### src/rtl/vga_pixel_fetch_if.sv
`default_nettype none
// ============================================================================
//  Module      : vga_pixel_fetch_if
//  Description : Pipelined read-master bus between the pixel fetcher and memory.
//  Revision    : 1.0 - initial release
// ============================================================================
interface vga_pixel_fetch_if #(
    parameter int ADDR_W = 24
);
    logic [ADDR_W-1:0] mem_address;
    logic              mem_read;
    logic              mem_waitrequest;
    logic [31:0]       mem_readdata;
    logic              mem_readdatavalid;

    modport master (
        output mem_address, mem_read,
        input  mem_waitrequest, mem_readdata, mem_readdatavalid
    );

    modport slave (
        input  mem_address, mem_read,
        output mem_waitrequest, mem_readdata, mem_readdatavalid
    );
endinterface
`default_nettype wire

### src/rtl/vga_pixel_fetch.sv
`default_nettype none
// ============================================================================
//  Module      : vga_pixel_fetch
//  Description : Streams a linear framebuffer into a show-ahead pixel FIFO
//                feeding the VGA timing driver; restarts on each vsync fall.
//  Revision    : 1.0 - initial release
// ============================================================================
module vga_pixel_fetch #(
    parameter int                H_ACT     = 640,
    parameter int                V_ACT     = 480,
    parameter int                FIFO_AW   = 6,
    parameter int                ADDR_W    = 24,
    parameter logic [ADDR_W-1:0] FB_BASE   = '0,
    parameter logic [29:0]       UFLOW_RGB = 30'h0
) (
    input  logic              clk27,
    input  logic              rst27,
    input  logic              vga_vs,
    input  logic              request,
    output logic [9:0]        r,
    output logic [9:0]        g,
    output logic [9:0]        b,
    vga_pixel_fetch_if.master mem,
    output logic              underflow,
    input  logic              underflow_clr
);
    localparam int c_DEPTH = 2**FIFO_AW;
    localparam int c_FRAME = H_ACT * V_ACT;
    localparam int c_IW    = $clog2(c_FRAME + 1);
    localparam int c_CW    = FIFO_AW + 1;
    localparam logic [c_IW-1:0] c_LAST    = c_IW'(c_FRAME - 1);
    localparam logic [c_CW:0]   c_DEPTH_W = (c_CW+1)'(c_DEPTH);

    typedef enum logic [1:0] {
        S_IDLE  = 2'd0,
        S_FETCH = 2'd1,
        S_DONE  = 2'd2
    } state_t;

    state_t              r_state;
    state_t              w_state_nxt;
    logic                r_vs_d;
    logic [ADDR_W-1:0]   r_addr;
    logic [c_IW-1:0]     r_issued;
    logic [c_CW-1:0]     r_outst;
    logic [c_CW-1:0]     r_discard;
    logic [c_CW-1:0]     r_count;
    logic [FIFO_AW-1:0]  r_wr_ptr;
    logic [FIFO_AW-1:0]  r_rd_ptr;
    logic [29:0]         r_fifo [c_DEPTH];
    logic                r_underflow;

    logic                w_vs_fall;
    logic                w_mem_read;
    logic                w_accept;
    logic                w_beat;
    logic                w_push;
    logic                w_pop;
    logic                w_empty;
    logic [c_CW:0]       w_inflight;
    logic [c_CW-1:0]     w_outst_nxt;
    logic                w_unused;

    assign w_vs_fall  = r_vs_d & ~vga_vs;
    assign w_empty    = (r_count == '0);
    assign w_accept   = w_mem_read & ~mem.mem_waitrequest;
    assign w_beat     = mem.mem_readdatavalid;
    assign w_push     = w_beat & (r_discard == '0);
    assign w_pop      = request & ~w_empty;
    // Words already in the FIFO plus words still in flight bound the issue window.
    assign w_inflight = {1'b0, r_count} + {1'b0, r_outst};
    assign w_unused   = &{1'b0, mem.mem_readdata[31:30]};

    always_ff @(posedge clk27) begin
        if (rst27) begin
            r_state <= S_IDLE;
        end else begin
            r_state <= w_state_nxt;
        end
    end

    always_comb begin
        w_state_nxt = r_state;
        w_mem_read  = 1'b0;
        case (r_state)
            S_IDLE, S_DONE: w_state_nxt = r_state;
            S_FETCH: begin
                w_mem_read = (w_inflight < c_DEPTH_W);
                if (w_mem_read && !mem.mem_waitrequest && (r_issued == c_LAST)) begin
                    w_state_nxt = S_DONE;
                end
            end
            default: w_state_nxt = S_IDLE;
        endcase
        if (w_vs_fall) begin
            w_state_nxt = S_FETCH;
        end
    end

    always_comb begin
        w_outst_nxt = r_outst;
        if (w_accept && !w_beat) begin
            w_outst_nxt = r_outst + c_CW'(1);
        end else if (!w_accept && w_beat) begin
            w_outst_nxt = r_outst - c_CW'(1);
        end
    end

    always_ff @(posedge clk27) begin
        if (rst27) begin
            r_vs_d      <= 1'b1;
            r_addr      <= FB_BASE;
            r_issued    <= '0;
            r_outst     <= '0;
            r_discard   <= '0;
            r_count     <= '0;
            r_wr_ptr    <= '0;
            r_rd_ptr    <= '0;
            r_underflow <= 1'b0;
        end else begin
            r_vs_d  <= vga_vs;
            r_outst <= w_outst_nxt;
            if (w_vs_fall) begin
                // Everything still in flight, including a read accepted this very
                // cycle, belongs to the old frame and must be dropped on return.
                r_addr    <= FB_BASE;
                r_issued  <= '0;
                r_count   <= '0;
                r_wr_ptr  <= '0;
                r_rd_ptr  <= '0;
                r_discard <= w_outst_nxt;
            end else begin
                if (w_accept) begin
                    r_addr   <= r_addr + ADDR_W'(1);
                    r_issued <= r_issued + c_IW'(1);
                end
                if (w_push) begin
                    r_wr_ptr <= r_wr_ptr + FIFO_AW'(1);
                end
                if (w_pop) begin
                    r_rd_ptr <= r_rd_ptr + FIFO_AW'(1);
                end
                if (w_push && !w_pop) begin
                    r_count <= r_count + c_CW'(1);
                end else if (!w_push && w_pop) begin
                    r_count <= r_count - c_CW'(1);
                end
                if (w_beat && (r_discard != '0)) begin
                    r_discard <= r_discard - c_CW'(1);
                end
            end
            if (request && w_empty) begin
                r_underflow <= 1'b1;
            end else if (underflow_clr) begin
                r_underflow <= 1'b0;
            end
        end
    end

    always_ff @(posedge clk27) begin
        if (w_push) begin
            r_fifo[r_wr_ptr] <= mem.mem_readdata[29:0];
        end
    end

    assign mem.mem_read    = w_mem_read;
    assign mem.mem_address = r_addr;
    assign {r, g, b}       = w_empty ? UFLOW_RGB : r_fifo[r_rd_ptr];
    assign underflow       = r_underflow;

endmodule
`default_nettype wire

### src/flat_wrapper.sv
// flat-port wrapper written by rule: the top's interface ports become plain ports
module vga_pixel_fetch_flat 
#(
    parameter int                H_ACT     = 640,
    parameter int                V_ACT     = 480,
    parameter int                FIFO_AW   = 6,
    parameter int                ADDR_W    = 24,
    parameter logic [ADDR_W-1:0] FB_BASE   = '0,
    parameter logic [29:0]       UFLOW_RGB = 30'h0
)
  (clk27, rst27, vga_vs, request, r, g, b, underflow, underflow_clr, mem_mem_address, mem_mem_read, mem_mem_waitrequest, mem_mem_readdata, mem_mem_readdatavalid);
  vga_pixel_fetch_if #(.ADDR_W(ADDR_W)) mem_i ();
  input  logic clk27;
  input  logic rst27;
  input  logic vga_vs;
  input  logic request;
  output logic [9:0] r;
  output logic [9:0] g;
  output logic [9:0] b;
  output logic underflow;
  input  logic underflow_clr;
  output wire logic [$bits(mem_i.mem_address)-1:0] mem_mem_address;
  output wire logic [$bits(mem_i.mem_read)-1:0] mem_mem_read;
  input wire logic [$bits(mem_i.mem_waitrequest)-1:0] mem_mem_waitrequest;
  input wire logic [$bits(mem_i.mem_readdata)-1:0] mem_mem_readdata;
  input wire logic [$bits(mem_i.mem_readdatavalid)-1:0] mem_mem_readdatavalid;
  assign mem_mem_address = mem_i.mem_address;
  assign mem_mem_read = mem_i.mem_read;
  assign mem_i.mem_waitrequest = mem_mem_waitrequest;
  assign mem_i.mem_readdata = mem_mem_readdata;
  assign mem_i.mem_readdatavalid = mem_mem_readdatavalid;
  vga_pixel_fetch #(.H_ACT(H_ACT), .V_ACT(V_ACT), .FIFO_AW(FIFO_AW), .ADDR_W(ADDR_W), .FB_BASE(FB_BASE), .UFLOW_RGB(UFLOW_RGB)) u_core (.clk27(clk27), .rst27(rst27), .vga_vs(vga_vs), .request(request), .r(r), .g(g), .b(b), .mem(mem_i), .underflow(underflow), .underflow_clr(underflow_clr));
endmodule
### config.mk
export PLATFORM = sky130hd
export DESIGN_NAME = vga_pixel_fetch_flat
export DESIGN_NICKNAME = d
export VERILOG_FILES = /design/src/rtl/vga_pixel_fetch_if.sv /design/src/rtl/vga_pixel_fetch.sv /design/src/flat_wrapper.sv
export SDC_FILE = /design/constraint.sdc
export NUM_CORES = 2
export LEC_CHECK = 0
export CAP_MARGIN = 15
export CORE_MARGIN = 4
export CORE_UTILIZATION = 35
export CTS_CLUSTER_DIAMETER = 60
export CTS_CLUSTER_SIZE = 8
export DETAILED_ROUTE_END_ITERATION = 16
export PLACE_DENSITY = 0.54
export SLEW_MARGIN = 10
export SYNTH_ARGS = -nofsm -noshare
export SYNTH_HDL_FRONTEND = slang
export SYNTH_SLANG_ARGS = --single-unit
### constraint.sdc
create_clock -name clk27 -period 11.27 [get_ports clk27]
set_clock_uncertainty 0.2 [all_clocks]
set_input_delay 2.254 -clock clk27 [delete_from_list [all_inputs] [get_ports clk27]]
set_output_delay 2.254 -clock clk27 [all_outputs]
set_load 0.01 [all_outputs]
==> out/metrics.csv <==
stage,metric,value,unit
grt,initial antenna violation count,19,
synthesis,top cell type's share of synthesized area,74.4,%
critical_path,flop2flop setup slack,7.27,ns
pwr,Max VDD drop,158,uV
final_layout,Final #Nets,3872,
grt,vias in the first global route,37800,
critical_path,worst-path maximum fanout,89,
route,final wirelength,197,mm
floorplanning,site row count,172,
synthesis,"top cells by count, synth","edfxtp_1 (1920), mux4_2 (600), clkbuf_1 (142)",
clock_tree,post-CTS sizing,0,
critical_path,CP Depth,7,
placed_design,dpl cells,6466,
grt,largest net degree at the start of global routing,121,
route,Vias,36800,
critical_path,type of origin of the critical path,register,
min_path,Cells on Worst Hold Path,2,
critical_path,crit-path max cell delay,0.88,ns
placed_design,routability congestion estimate,0.794,
synthesis,most frequent cell after synthesis,edfxtp_1,
critical_path,Reg2Reg Depth,9,
clock_tree,Worst-Skew Late Latency,0.89,ns
sta,Rel. slew slack,30.8,%
final_layout,Syn-to-layout area delta,17.2,%
synthesis,"EDFF count, synth",1920,
sta,FMAX,122,MHz
synthesis,"FFs w/ async S/R, synth",0,%
synthesis,Synth area leaders,"edfxtp_1 (74%), mux4_2 (17%), dfxtp_1 (2.2%)",
critical_path,"delay-heaviest family, CP",buffers and inverters,
critical_path,buffers and inverters on the worst path,4,
clock_tree,Post-CTS Hold Buffers,0,
final_layout,Finished Core Util,41.3,%
sta,setup violators final,0,
clock_tree,CTS Buf Count,302,
clock_tree,CTS tree,built,
sta,period utilization,72.7,%
sta,endpoints failing hold,0,
route,First DRT Iteration DRCs,3893,
final_layout,number of fill cells in the layout,19100,
critical_path,Crit Path Category,reg -> out,
run_status,status,finished clean,
route,WL/cell,28.9,um
synthesis,Synth Flop Type,edfxtp_1,
critical_path,cell chain of the critical path,buf_12 > buf_4 > mux4_2 > mux4_2 > inv_1 > o221ai_1 > clkdlybuf4s50_1,
grt,first-pass GRT wire length,280,mm
critical_path,Critical Path RT,8.82,ns
job,max-cap viol count,0,
floorplanning,Die Wd,479,um
synthesis,Synth Warn #,0,
critical_path,arrival time at the worst endpoint,5.74,ns
clock_tree,post-CTS setup buffers,0,
placed_design,hpwl dp,98.4,mm
sta,"Slew Viols, Final",0,
final_layout,FF+latch area,59400,um^2
clock_tree,CTS clock-pin slew for the worst setup and hold paths,0.04,ns
synthesis,Syn Area/Cell,22.3,um^2
grt,Total GRT Usage,17.0,%
floorplanning,# IOs,95,
sta,setup TNS,0,ns
critical_path,CP dominant cell by count,mux4_2,
final_layout,multi-input logic area,17700,um^2
synthesis,cell area after synthesis,77500,um^2
sta,post-route minimum period,8.20,ns
synthesis,post-synthesis sequential area ratio,76.6,%
critical_path,CP endpoint kind,output port,
clock_tree,CTS Sinks,2006,
floorplanning,core area,220000,um^2
floorplanning,Starting Density,35.3,%
grt,"Remaining Overflow, GRT",0,
final_layout,share of cells above drive strength 1,30.0,%
pwr,power per cell area,209,nW/um^2
sta,RSZ-0062 raised after global routing,no,
clock_tree,clock tree buffer depth,4,
critical_path,Worst path slowest cell,buf_4,
route,DRT Pass-1 Iters,5,
final_layout,fin cells,6822,
pwr,Total Power,0.0190,W
placed_design,IO buf count,92,
clock_tree,H-tree levels,5,
sta,actual slew at the worst max-slew pin,1.04,ns
floorplanning,die area,229000,um^2
synthesis,Unique masters post-synth,51,
synthesis,post-synthesis sequential element count,2006,
min_path,Hold Crit Class,reg -> reg,
sta,Hold Slack,0.270,ns
route,# DRC,0,
synthesis,Post-Syn Nets,3531,
clock_tree,clk root buf,clkbuf_16,
route,Vias per Instance,5.40,
route,"antenna viol nets, final",0,
synthesis,Synth Instances,3471,
synthesis,leading area contributor after synthesis,edfxtp_1,
pwr,LEAKAGE,27.4,nW
floorplanning,DIE HEIGHT,479,um
==> cell type report <==
cell class	count	share of cell area (%)
clock inverters	7	0.0798
clock buffers	342	8.71
diodes	7	0.0193
inverters	78	0.322
multi-input cells	1207	19.4
well taps	2958	4.07
repair buffers	217	2.00
flip-flops and latches	2006	65.3
==> path summary, 6_finish.rpt <==
| check | endpoint | startpoint |
|---|---|---|
| max | r[1] | register |
| min | u_core.underflow | u_core.underflow |
| max reg2reg | u_core.r_fifo[17][17] | u_core.r_discard[0] |
| min reg2reg | u_core.underflow | u_core.underflow |
==> registers in the layout, indices dropped and copies added, names as in the netlist, named ones only <==
| signal | cells |
|---|---|
| u_core.r_count | 7 |
| u_core.r_vs_d | 1 |
| u_core.r_wr_ptr | 6 |
| u_core.underflow | 1 |
| u_core.r_state | 2 |
| u_core.r_issued | 19 |
| u_core.r_outst | 7 |
| u_core.r_rd_ptr | 6 |
| u_core.r_fifo | 1920 |
| u_core.mem.mem_address | 24 |
| u_core.r_discard | 7 |
==> worst reg2reg max path: cells and delay by family (launching register included) <==
kind          cells  cell delay [ns]
simple gates      5             2.10
buf+inv           3             0.85
flops             1             0.30
fa+ha+maj         1             0.17
==> per-stage QoR <==
stage,area [um^2],worst slack [ns]
floorplan,77500,5.86
global placement,82900,3.80
detailed placement,82900,3.80
CTS,90900,2.84
global route,90900,2.71
finish,90900,3.07
==> per-layer routing <==
| layer | global-route usage (%) | part of all wire, % | vias up |
|---|---|---|---|
| met2 | 26.6 | 47 | 1230 |
| met1 | 24.1 | 43 | 20100 |
| met3 | 3.15 | 6.3 | 292 |
| li1 | - | - | 15200 |
| met4 | 5.85 | 3.1 | 22 |
| met5 | 0 | 0.060 | - |
==> kinds of logic after synthesis <==
family	after synthesis	synth area share (%)
xor gates and xnor gates	36	0.407
AOI/OAI and AO/OA	162	1.32
buffers and inverters	258	1.26
DFF	2006	76.6
and+or+nand+nor	374	2.46
adders and majority gates	21	0.349
muxes	614	17.6
==> where the power goes <==
| group | total, W | switching [W] | internal [W] |
|---|---|---|---|
| clock network | 0.00780 | 0.00292 | 0.00488 |
| registers | 0.00831 | 0.0000741 | 0.00824 |
| logic | 0.00291 | 0.00152 | 0.00139 |
| total | 0.0190 | 0.00452 | 0.0145 |
==> layout by cell type, fill, tap and decap left out, drive strengths merged, types with 7 or more instances in the layout <==
cell	instances
edfxtp	1920
nor2b	41
or4	10
xnor2	14
nand2	46
dfxtp	86
nand2b	7
and3	14
or3	23
o211ai	7
clkdlybuf4s50	62
xor2	22
inv	81
clkbuf	342
ha	20
mux4	600
nand3	42
o221ai	30
o21ai	25
a21oi	74
diode	7
buf	155
nor2	122
nor3	15
mux2i	9
nand4	20
Note: power is estimated with default switching activity, not from simulation.
